File: config.mk
export PLATFORM = sky130hd
export DESIGN_NAME = alu_arbiter_flat
export DESIGN_NICKNAME = d
export VERILOG_FILES = /design/src/rtl/alu_arbiter_if.sv /design/src/rtl/alu_arbiter.sv /design/src/flat_wrapper.sv
export SDC_FILE = /design/constraint.sdc
export NUM_CORES = 1
export LEC_CHECK = 0
export ABC_AREA = 0
export BUFFER_PORTS_ARGS = -buffer_cell sky130_fd_sc_hd__buf_4
export CAP_MARGIN = 0
export CORE_MARGIN = 2
export CORE_UTILIZATION = 37
export CTS_BUF_LIST = sky130_fd_sc_hd__clkbuf_4 sky130_fd_sc_hd__clkbuf_8 sky130_fd_sc_hd__clkbuf_16
export CTS_CLUSTER_SIZE = 24
export DETAILED_ROUTE_END_ITERATION = 10
export MAX_ROUTING_LAYER = met4
export PLACE_DENSITY = 0.74
export RECOVER_POWER = 50
export SETUP_SLACK_MARGIN = 0.05
export SLEW_MARGIN = 10
export SYNTH_ARGS = -nofsm -noshare
export SYNTH_HDL_FRONTEND = slang
export SYNTH_SLANG_ARGS = --single-unit
File: constraint.sdc
create_clock -name i_clk -period 1.1 [get_ports i_clk]
set_input_delay 0.055 -clock i_clk [delete_from_list [all_inputs] [get_ports i_clk]]
set_output_delay 0.055 -clock i_clk [all_outputs]
set_load 0.005 [all_outputs]
File: src/rtl/alu_arbiter_if.sv
// Bus bundle between two requesters, the shared ALU and the response sink.
// The arbiter takes the slave view; whoever drives requests and models the ALU takes master.
interface alu_arbiter_if;
    logic        i_req0_valid;
    logic        o_req0_ready;
    logic [11:0] i_req0_a;
    logic [11:0] i_req0_b;
    logic [2:0]  i_req0_inst;
    logic        i_req0_last;

    logic        i_req1_valid;
    logic        o_req1_ready;
    logic [11:0] i_req1_a;
    logic [11:0] i_req1_b;
    logic [2:0]  i_req1_inst;
    logic        i_req1_last;

    logic        o_alu_valid;
    logic [11:0] o_alu_a;
    logic [11:0] o_alu_b;
    logic [2:0]  o_alu_inst;
    logic        i_alu_valid;
    logic [11:0] i_alu_data;
    logic        i_alu_overflow;

    logic        o_rsp_valid;
    logic        o_rsp_id;
    logic [11:0] o_rsp_data;
    logic        o_rsp_overflow;
    logic        o_lock_break;

    modport slave (
        input  i_req0_valid, i_req0_a, i_req0_b, i_req0_inst, i_req0_last,
        input  i_req1_valid, i_req1_a, i_req1_b, i_req1_inst, i_req1_last,
        output o_req0_ready, o_req1_ready,
        output o_alu_valid, o_alu_a, o_alu_b, o_alu_inst,
        input  i_alu_valid, i_alu_data, i_alu_overflow,
        output o_rsp_valid, o_rsp_id, o_rsp_data, o_rsp_overflow, o_lock_break
    );

    modport master (
        output i_req0_valid, i_req0_a, i_req0_b, i_req0_inst, i_req0_last,
        output i_req1_valid, i_req1_a, i_req1_b, i_req1_inst, i_req1_last,
        input  o_req0_ready, o_req1_ready,
        input  o_alu_valid, o_alu_a, o_alu_b, o_alu_inst,
        output i_alu_valid, i_alu_data, i_alu_overflow,
        input  o_rsp_valid, o_rsp_id, o_rsp_data, o_rsp_overflow, o_lock_break
    );
endinterface

File: src/rtl/alu_arbiter.sv
// Two-requester round-robin arbiter for a shared MAC-capable ALU, with MAC-chain locking.
// Define ALU_ARB_TIMEOUT_EN to force a lock release after LOCK_TMO idle owner cycles.
module alu_arbiter #(
    parameter int LOCK_TMO = 8
) (
    input  logic         i_clk,
    input  logic         i_rst_n,
    alu_arbiter_if.slave bus
);

    localparam logic [2:0] OP_ADD = 3'b000;
    localparam logic [2:0] OP_MAC = 3'b011;

    typedef enum logic {
        UNLOCKED = 1'b0,
        LOCKED   = 1'b1
    } lock_state_e;

    if (LOCK_TMO < 1) begin : g_bad_tmo
        $error("LOCK_TMO must be at least 1");
    end

    lock_state_e state_q;
    logic        owner_q;
    logic        ptr_q;
    logic        alu_valid_q;
    logic [11:0] alu_a_q;
    logic [11:0] alu_b_q;
    logic [2:0]  alu_inst_q;
    logic        id0_q;
    logic        id1_q;
    logic        id1_vld_q;
    logic        rsp_valid_q;
    logic        rsp_id_q;
    logic [11:0] rsp_data_q;
    logic        rsp_ovf_q;

    logic [1:0]  vld;
    logic        gnt_id;
    logic        accept;
    logic [11:0] sel_a;
    logic [11:0] sel_b;
    logic [2:0]  sel_inst;
    logic        sel_last;
    logic        sel_mac;
    logic        release_lock;
    logic        tmo_fire;

    assign vld = {bus.i_req1_valid, bus.i_req0_valid};

    // A locked owner is the only candidate; otherwise the pointer only breaks ties.
    always_comb begin
        gnt_id = 1'b0;
        accept = 1'b0;
        if (state_q == LOCKED) begin
            gnt_id = owner_q;
            accept = vld[owner_q];
        end else if (&vld) begin
            gnt_id = ptr_q;
            accept = 1'b1;
        end else begin
            gnt_id = vld[1];
            accept = |vld;
        end
    end

    assign bus.o_req0_ready = accept & ~gnt_id;
    assign bus.o_req1_ready = accept &  gnt_id;

    assign sel_a    = gnt_id ? bus.i_req1_a    : bus.i_req0_a;
    assign sel_b    = gnt_id ? bus.i_req1_b    : bus.i_req0_b;
    assign sel_inst = gnt_id ? bus.i_req1_inst : bus.i_req0_inst;
    assign sel_last = gnt_id ? bus.i_req1_last : bus.i_req0_last;
    assign sel_mac  = (sel_inst == OP_MAC);

    assign release_lock = (state_q == LOCKED) &&
                          ((accept && (!sel_mac || sel_last)) || tmo_fire);

`ifdef ALU_ARB_TIMEOUT_EN
    localparam int CW = $clog2(LOCK_TMO + 1);

    logic [CW-1:0] tmo_cnt_q;
    logic          lock_break_q;

    // Fires on the LOCK_TMO-th consecutive idle owner cycle.
    assign tmo_fire = (state_q == LOCKED) && !vld[owner_q] &&
                      (tmo_cnt_q == CW'(LOCK_TMO - 1));

    always_ff @(posedge i_clk or negedge i_rst_n) begin
        if (!i_rst_n) begin
            tmo_cnt_q    <= '0;
            lock_break_q <= 1'b0;
        end else begin
            lock_break_q <= tmo_fire;
            if (state_q != LOCKED || vld[owner_q] || tmo_fire) begin
                tmo_cnt_q <= '0;
            end else begin
                tmo_cnt_q <= tmo_cnt_q + CW'(1);
            end
        end
    end

    assign bus.o_lock_break = lock_break_q;
`else
    assign tmo_fire         = 1'b0;
    assign bus.o_lock_break = 1'b0;
`endif

    always_ff @(posedge i_clk or negedge i_rst_n) begin
        if (!i_rst_n) begin
            state_q     <= UNLOCKED;
            owner_q     <= 1'b0;
            ptr_q       <= 1'b0;
            alu_valid_q <= 1'b0;
            alu_a_q     <= '0;
            alu_b_q     <= '0;
            alu_inst_q  <= OP_ADD;
            id0_q       <= 1'b0;
            id1_q       <= 1'b0;
            id1_vld_q   <= 1'b0;
            rsp_valid_q <= 1'b0;
            rsp_id_q    <= 1'b0;
            rsp_data_q  <= '0;
            rsp_ovf_q   <= 1'b0;
        end else begin
            if (state_q == UNLOCKED) begin
                if (accept) begin
                    ptr_q <= ~gnt_id;
                    if (sel_mac && !sel_last) begin
                        state_q <= LOCKED;
                        owner_q <= gnt_id;
                    end
                end
            end else if (release_lock) begin
                state_q <= UNLOCKED;
                ptr_q   <= ~owner_q;
            end

            // Idle slots issue MAC 0*0 to hold the accumulator while locked, ADD 0+0 to clear it otherwise.
            alu_valid_q <= accept;
            if (accept) begin
                alu_a_q    <= sel_a;
                alu_b_q    <= sel_b;
                alu_inst_q <= sel_inst;
            end else begin
                alu_a_q    <= '0;
                alu_b_q    <= '0;
                alu_inst_q <= (state_q == LOCKED && !tmo_fire) ? OP_MAC : OP_ADD;
            end

            id0_q       <= gnt_id;
            id1_q       <= id0_q;
            id1_vld_q   <= alu_valid_q;
            rsp_valid_q <= bus.i_alu_valid & id1_vld_q;
            rsp_id_q    <= id1_q;
            rsp_data_q  <= bus.i_alu_data;
            rsp_ovf_q   <= bus.i_alu_overflow;
        end
    end

    assign bus.o_alu_valid    = alu_valid_q;
    assign bus.o_alu_a        = alu_a_q;
    assign bus.o_alu_b        = alu_b_q;
    assign bus.o_alu_inst     = alu_inst_q;
    assign bus.o_rsp_valid    = rsp_valid_q;
    assign bus.o_rsp_id       = rsp_id_q;
    assign bus.o_rsp_data     = rsp_data_q;
    assign bus.o_rsp_overflow = rsp_ovf_q;

endmodule
File: src/flat_wrapper.sv
// flat-port wrapper written by rule: the top's interface ports become plain ports
module alu_arbiter_flat 
#(
    parameter int LOCK_TMO = 8
)
  (i_clk, i_rst_n, bus_i_req0_valid, bus_i_req0_a, bus_i_req0_b, bus_i_req0_inst, bus_i_req0_last, bus_i_req1_valid, bus_i_req1_a, bus_i_req1_b, bus_i_req1_inst, bus_i_req1_last, bus_o_req0_ready, bus_o_req1_ready, bus_o_alu_valid, bus_o_alu_a, bus_o_alu_b, bus_o_alu_inst, bus_i_alu_valid, bus_i_alu_data, bus_i_alu_overflow, bus_o_rsp_valid, bus_o_rsp_id, bus_o_rsp_data, bus_o_rsp_overflow, bus_o_lock_break);
  alu_arbiter_if bus_i ();
  input  logic i_clk;
  input  logic i_rst_n;
  input wire logic [$bits(bus_i.i_req0_valid)-1:0] bus_i_req0_valid;
  input wire logic [$bits(bus_i.i_req0_a)-1:0] bus_i_req0_a;
  input wire logic [$bits(bus_i.i_req0_b)-1:0] bus_i_req0_b;
  input wire logic [$bits(bus_i.i_req0_inst)-1:0] bus_i_req0_inst;
  input wire logic [$bits(bus_i.i_req0_last)-1:0] bus_i_req0_last;
  input wire logic [$bits(bus_i.i_req1_valid)-1:0] bus_i_req1_valid;
  input wire logic [$bits(bus_i.i_req1_a)-1:0] bus_i_req1_a;
  input wire logic [$bits(bus_i.i_req1_b)-1:0] bus_i_req1_b;
  input wire logic [$bits(bus_i.i_req1_inst)-1:0] bus_i_req1_inst;
  input wire logic [$bits(bus_i.i_req1_last)-1:0] bus_i_req1_last;
  output wire logic [$bits(bus_i.o_req0_ready)-1:0] bus_o_req0_ready;
  output wire logic [$bits(bus_i.o_req1_ready)-1:0] bus_o_req1_ready;
  output wire logic [$bits(bus_i.o_alu_valid)-1:0] bus_o_alu_valid;
  output wire logic [$bits(bus_i.o_alu_a)-1:0] bus_o_alu_a;
  output wire logic [$bits(bus_i.o_alu_b)-1:0] bus_o_alu_b;
  output wire logic [$bits(bus_i.o_alu_inst)-1:0] bus_o_alu_inst;
  input wire logic [$bits(bus_i.i_alu_valid)-1:0] bus_i_alu_valid;
  input wire logic [$bits(bus_i.i_alu_data)-1:0] bus_i_alu_data;
  input wire logic [$bits(bus_i.i_alu_overflow)-1:0] bus_i_alu_overflow;
  output wire logic [$bits(bus_i.o_rsp_valid)-1:0] bus_o_rsp_valid;
  output wire logic [$bits(bus_i.o_rsp_id)-1:0] bus_o_rsp_id;
  output wire logic [$bits(bus_i.o_rsp_data)-1:0] bus_o_rsp_data;
  output wire logic [$bits(bus_i.o_rsp_overflow)-1:0] bus_o_rsp_overflow;
  output wire logic [$bits(bus_i.o_lock_break)-1:0] bus_o_lock_break;
  assign bus_i.i_req0_valid = bus_i_req0_valid;
  assign bus_i.i_req0_a = bus_i_req0_a;
  assign bus_i.i_req0_b = bus_i_req0_b;
  assign bus_i.i_req0_inst = bus_i_req0_inst;
  assign bus_i.i_req0_last = bus_i_req0_last;
  assign bus_i.i_req1_valid = bus_i_req1_valid;
  assign bus_i.i_req1_a = bus_i_req1_a;
  assign bus_i.i_req1_b = bus_i_req1_b;
  assign bus_i.i_req1_inst = bus_i_req1_inst;
  assign bus_i.i_req1_last = bus_i_req1_last;
  assign bus_o_req0_ready = bus_i.o_req0_ready;
  assign bus_o_req1_ready = bus_i.o_req1_ready;
  assign bus_o_alu_valid = bus_i.o_alu_valid;
  assign bus_o_alu_a = bus_i.o_alu_a;
  assign bus_o_alu_b = bus_i.o_alu_b;
  assign bus_o_alu_inst = bus_i.o_alu_inst;
  assign bus_i.i_alu_valid = bus_i_alu_valid;
  assign bus_i.i_alu_data = bus_i_alu_data;
  assign bus_i.i_alu_overflow = bus_i_alu_overflow;
  assign bus_o_rsp_valid = bus_i.o_rsp_valid;
  assign bus_o_rsp_id = bus_i.o_rsp_id;
  assign bus_o_rsp_data = bus_i.o_rsp_data;
  assign bus_o_rsp_overflow = bus_i.o_rsp_overflow;
  assign bus_o_lock_break = bus_i.o_lock_break;
  alu_arbiter #(.LOCK_TMO(LOCK_TMO)) u_core (.i_clk(i_clk), .i_rst_n(i_rst_n), .bus(bus_i));
endmodule
; Yosys cells after proc, flatten, opt, wreduce, memory -nomap -nowiden
; Cells that the tools add are included.
[classes]
order_cmp = 1
addsub = 0
n_eq_ne = 2
n_bitwise = 6
n_mul = 0
div = 0
muxes = 21
n_shift = 0
n_reduce_logical = 11
[ops]
columns = cell, n
row1 = 12-bit 2-to-1 mux, 4
row2 = 1-bit 2-to-1 mux, 14
row3 = 3-bit 2-to-1 mux, 2
row4 = 2-bit AND reduction, 2
row5 = 1-bit bitwise AND, 3
row6 = 3-bit by 2-bit == test with 1-bit output (second input constant), 1
row7 = 1-bit logical AND, 3
row8 = 1-bit inverter, 3
row9 = 3-bit AND reduction, 1
row10 = 1-bit zero test, 2
row11 = 1-bit by 2-bit < comparator with 1-bit output (second input constant), 1
row12 = 2-bit 2-to-1 mux, 1
row13 = 2-bit inequality test (second input constant), 1
row14 = 2-bit nonzero test, 1
row15 = 2-bit OR reduction, 1
row16 = 1-bit logical OR, 1
[word_totals]
reg_bits = 49
in_bits = 74
n_memories = 0
output_inout_bits = 46
word_cells = 55
latchBits = 0
ramBits = 0
romBits = 0

; Logic depth before layout (Yosys ltp)
[logic_depth]
word_depth = 11
ltp_mapped = 6
mapped_depth_nobuf = 5

; Worst setup path after synthesis
; Ideal clock, no wire load.
[synth_timing]
path_type = register to register
from = reg u_core.owner_q
to = reg u_core.ptr_q
synth_period_minus_slack_ps = 1201
setup_slack_ps = -101
path_stages_with_launch = 6
t_arrival_ps = 1075
path_buffers = 1
setup_time_ps = 126
required_time_ps = 974
cell_sequence = dfrtp_1 > mux2i_1 > a21o_1 > buf_4 > o21ai_0 > a21oi_1
[synth_between]
elab_chain_len = 9
word_cells_on_any_way = 19
cone_classes = eq/ne (2) / mux (9) / bitwise (2) / reduce/logical (6)
[synth_rtl]
columns = element, line
row1 = start: declaration, alu_arbiter.sv:24  ; logic owner_q;
row2 = start signal: assignment, alu_arbiter.sv:131  ; owner_q <= gnt_id;
row3 = 1-bit 2-to-1 mux, alu_arbiter.sv:55  ; if (state_q == LOCKED) begin
row4 = 3-bit 2-to-1 mux, alu_arbiter.sv:72  ; assign sel_inst = gnt_id ? bus.i_req1_inst : bus.i_req0_inst;
row5 = 3-bit by 2-bit == test with 1-bit output, alu_arbiter.sv:74  ; assign sel_mac = (sel_inst == OP_MAC);
row6 = 1-bit zero test, alu_arbiter.sv:77  ; ((accept && (!sel_mac || sel_last)) || tmo_fire);
row7 = 1-bit logical OR, alu_arbiter.sv:77
row8 = 1-bit logical AND, alu_arbiter.sv:77
row9 = 1-bit logical AND, alu_arbiter.sv:76  ; assign release_lock = (state_q == LOCKED) &&
row10 = 2-bit inequality test (no source line), --
row11 = 2-bit AND reduction (no source line), --
row12 = end signal: assignment, alu_arbiter.sv:128  ; ptr_q <= ~gnt_id;
row13 = end signal: assignment, alu_arbiter.sv:136  ; ptr_q <= ~owner_q;
row14 = end: declaration, alu_arbiter.sv:25  ; logic ptr_q;
; Parallel ways exist; a longest one is shown, timed or not. The select of a mux whose other input is x is not followed.
; A chain may end at the register's enable or synchronous reset.

; Final worst setup path
[layout_timing]
from = reg u_core.owner_q
to = out bus_o_req0_ready
[layout_between]
elab_chain_len = 4
word_cells_on_any_way = 6
cone_classes = mux (4) / bitwise (2)
[layout_rtl]
columns = element, line
row1 = 1-bit 2-to-1 mux (not written as such) (2 in a row), alu_arbiter.sv:57  ; accept = vld[owner_q];
row2 = 1-bit 2-to-1 mux, alu_arbiter.sv:55
row3 = 1-bit bitwise AND *, alu_arbiter.sv:67  ; assign bus.o_req0_ready = accept & ~gnt_id;
row4 = end: declaration, flat_wrapper.sv:20  ; output wire logic [$bits(bus_i.o_req0_ready)-1:0] bus_o_req0_ready;
; Every way passes the cells marked *; elsewhere a longest branch is shown, timed or not. The select of a mux whose other input is x is not followed.

==> summary.txt <==
Cells and area
  – Number of fill cells in the layout: 285
  – Area Overhead vs Synth: 98.3%
  – Final core utilization: 0.769
  – Layout Nets: roughly 420
  – Layout cells sized above 1: 0.516
  – Diodes inserted: 0
  – Final non-filler cell total: roughly 420

Timing
  – WHS: -5.06 ps
  – Max_slew headroom: 0.599
  – Final worst slack: -400 ps
  – Final Skew: between 15 and 20 ps
  – Tmin final: around 1500 ps
  – Final setup TNS: -8600 ps
  – Fin. max-slew vios: 0
  – RSZ-0062 raised after global routing: yes
  – Final setup violation count: 33
  – Measured slew at the worst slew-check pin: approximately 600 ps
  – Final hold violations: 1
  – Fmax: between 600 and 700 MHz
  – Fin crit share: 1.36

Die
  – Core ar.: 4750 µm²
  – Standard-cell row count: 25
  – Initial core utilization: 0.388
  – DIE WIDTH: between 70 and 80 µm
  – Full die area: 5560 µm²
  – DIE HEIGHT: around 75 µm
  – Top Ports: 120

Yosys
  – Synth Net Count: 242
  – Syn Area/Cell: roughly 11 µm²
  – Mapped cell area: approximately 1800 µm²
  – Mapped Cells: 168
  – Synthesis warning total: 0
  – Asr flop ratio synth: 1.00
  – Post-synth EDFFs: 0
  – Seq cells post-synth: 49
  – Seq/Total Area, Yosys: 0.665
  – Distinct cells, synth: 20
  – Prevailing post-synth register cell: dfrtp_1

Critical path
  – CP Class: flop to output pin
  – WP data required: approximately 1000 ps
  – Worst Setup End Kind: output pin
  – Startpoint Class: flop
  – Worst-path fanout max: 7
  – Critical Path AT: 1450 ps

Clocking
  – Clock transition at the registers of the reported paths: 100 ps
  – CTS max path bufs: 2
  – Insertion delay to the later sink of the worst-skew pair: between 300 and 400 ps
  – Clk sinks: 49
  – CTS tree: done
  – Root buf cell: clkbuf_8
  – H-tree depth: 2
  – Num CTS Buffers: 5

Detailed routing
  – WL per Instance: 19.4 µm
  – First-pass DRT Iterations: 4
  – Post-route ant nets: 0
  – 1st-iter DRT viols: about 180
  – Vias per Instance: approximately 4.8
  – Final Routed Wirelength: 8060 µm
  – Vias: between 2,000 and 2,500
  – Residual DRC: 0

Min path
  – Worst Hold Class: primary input to flop

Status
  – Failing checks: negative hold slack, negative setup slack
  – Status: finished, violations left

Placed design
  – DP Cell Count: about 360
  – IO buf count: approximately 120
  – Detail Placement HPWL: 3730 µm
  – Final Wtd Congestion: 0.798

Global routing
  – First-pass GRT wire length: 9740 µm
  – Initial antenna violation count: 0
  – GRT Total Usage: 0.252
  – Largest net degree at the start of global routing: 28
  – Vias in the first global route: between 1,500 and 2,000
  – Total grt overflow: 0

Pwr
  – PwrDens: about 1600 nW/µm²
  – Peak VDD IR: around 840 µV
  – LEAKAGE: between 1.5 and 2 nW

Job
  – Max-Cap Viols: 0
[worst paths after layout]
| kind | to | slack [ps] | cells past startpoint | start |
|---|---|---|---|---|
| setup / recovery | bus_o_req0_ready | -400 | 5 | u_core.owner_q |
| min in group asynchronous | u_core.bus.o_alu_b[11] | 300 | 2 | i_rst_n |
| hold / removal | u_core.bus.o_alu_b[0] | -5 | 3 | bus_i_req1_b[0] |
| hold reg to reg | u_core.id1_q | 360 | 0 | u_core.id0_q |
| setup reg to reg | u_core.bus.o_alu_a[3] | -360 | 6 | u_core.ptr_q |
| max in group asynchronous | u_core.bus.o_alu_b[6] | 130 | 3 | i_rst_n |
[through the flow]
step | power [mW] | setup slack [ps] | instance area [µm²]
6_report | 5.99 | -400 | 3650
5_1_grt | 6.25 | -464 | 3650
4_1_cts | 5.55 | -376 | 3490
3_5_place_dp | 3.95 | -223 | 2910
3_3_place_gp | 3.92 | -132 | 2910
2_1_floorplan | 3.04 | -84.1 | 1900
[layer usage]
| layer | GRT usage | part of all wire | routed length (µm) |
|---|---|---|---|
| met1 | 0.261 | 0.35 | 2800 |
| met2 | 0.430 | 0.52 | 4230 |
| met3 | 0.0705 | 0.085 | 687 |
| met4 | 0.135 | 0.043 | 347 |
| met5 | - | 0 | 0 |
[cells in the mapped netlist (2+ instances only)]
cell type,instances,share of area
buf_6,4,0.024
nor4bb_1,2,0.011
dfrtp_1,49,0.67
nand2_1,59,0.12
a21oi_2,10,0.048
buf_4,2,0.0081
inv_1,2,0.0041
buf_2,4,0.011
a21oi_1,18,0.049
nor2_1,5,0.010
a31oi_1,3,0.010
and2_1,2,0.0068
[layout by cell type (no fill, tap or decap), types with 2 or more instances in the layout]
cell type,count
buf_4,110
nand2_1,51
dfrtp_1,49
dlygate4sd3_1,41
a21oi_2,15
clkbuf_4,14
a21oi_1,12
buf_6,10
clkbuf_8,6
nand2_2,4
nand2_4,4
a31oi_1,3
nor2_1,2
nor2_4,2
and2_1,2
nor4bb_1,2
buf_12,2
buf_8,2
[registers in the layout, summed over array words and instances (netlist names), named ones only]
| name | flops |
|---|---|
| u_core.bus.o_rsp_valid | 1 |
| u_core.id1_q | 1 |
| u_core.bus.o_alu_inst | 3 |
| u_core.id1_vld_q | 1 |
| u_core.bus.o_alu_valid | 1 |
| u_core.bus.o_alu_a | 12 |
| u_core.id0_q | 1 |
| u_core.bus.o_rsp_data | 12 |
| u_core.bus.o_alu_b | 12 |
| u_core.owner_q | 1 |
| u_core.ptr_q | 1 |
| u_core.bus.o_rsp_id | 1 |
| u_core.bus.o_rsp_overflow | 1 |
[cell families (layout without fill, tap and decap cells)]
| logic type | Yosys count | after routing | share of synthesized area |
|---|---|---|---|
| buffers and inverters | 12 | 193 | 0.0475 |
| multiplexers | 1 | 1 | 0.00543 |
| other | 1 | 1 | 0.00203 |
| flip-flops | 49 | 49 | 0.665 |
| AO/OA/AOI/OAI | 35 | 35 | 0.125 |
| AND/OR/NAND/NOR | 70 | 70 | 0.155 |
[where the power goes]
| group | switching, mW | internal (mW) | total, mW |
|---|---|---|---|
| sequential | 0.144 | 2.12 | 2.26 |
| combinational | 1.05 | 1.29 | 2.34 |
| clock | 0.621 | 0.767 | 1.39 |
| total | 1.81 | 4.18 | 5.99 |
[worst max-delay path, cell delays in order, from the launching register on]
cell and delay (ps):
dfrtp_1 420, mux2i_1 230, a21o_1 190, buf_6 160
nor2_4 50, buf_6 100
[final cells by class]
class	count	area, µm²	share of cell area
timing repair buffer	183	1590	0.434
sequential	49	1230	0.336
multi-input combinational	107	624	0.171
clock buffer	7	90.1	0.0246
tap	67	83.8	0.0229
clock inverter	1	30.0	0.00822
inverter	2	12.5	0.00342
[what timing repair did]
item                                    CTS  global route
endpoints found under the setup margin   33            33
hold buffers                             36             5
hold endpoints to repair                 81             5
pin swaps                                 6             9
buffers inserted                          5             1
resized for setup                        12            27
cloned                                    2             1
Power figures use the tool's default switching activity.
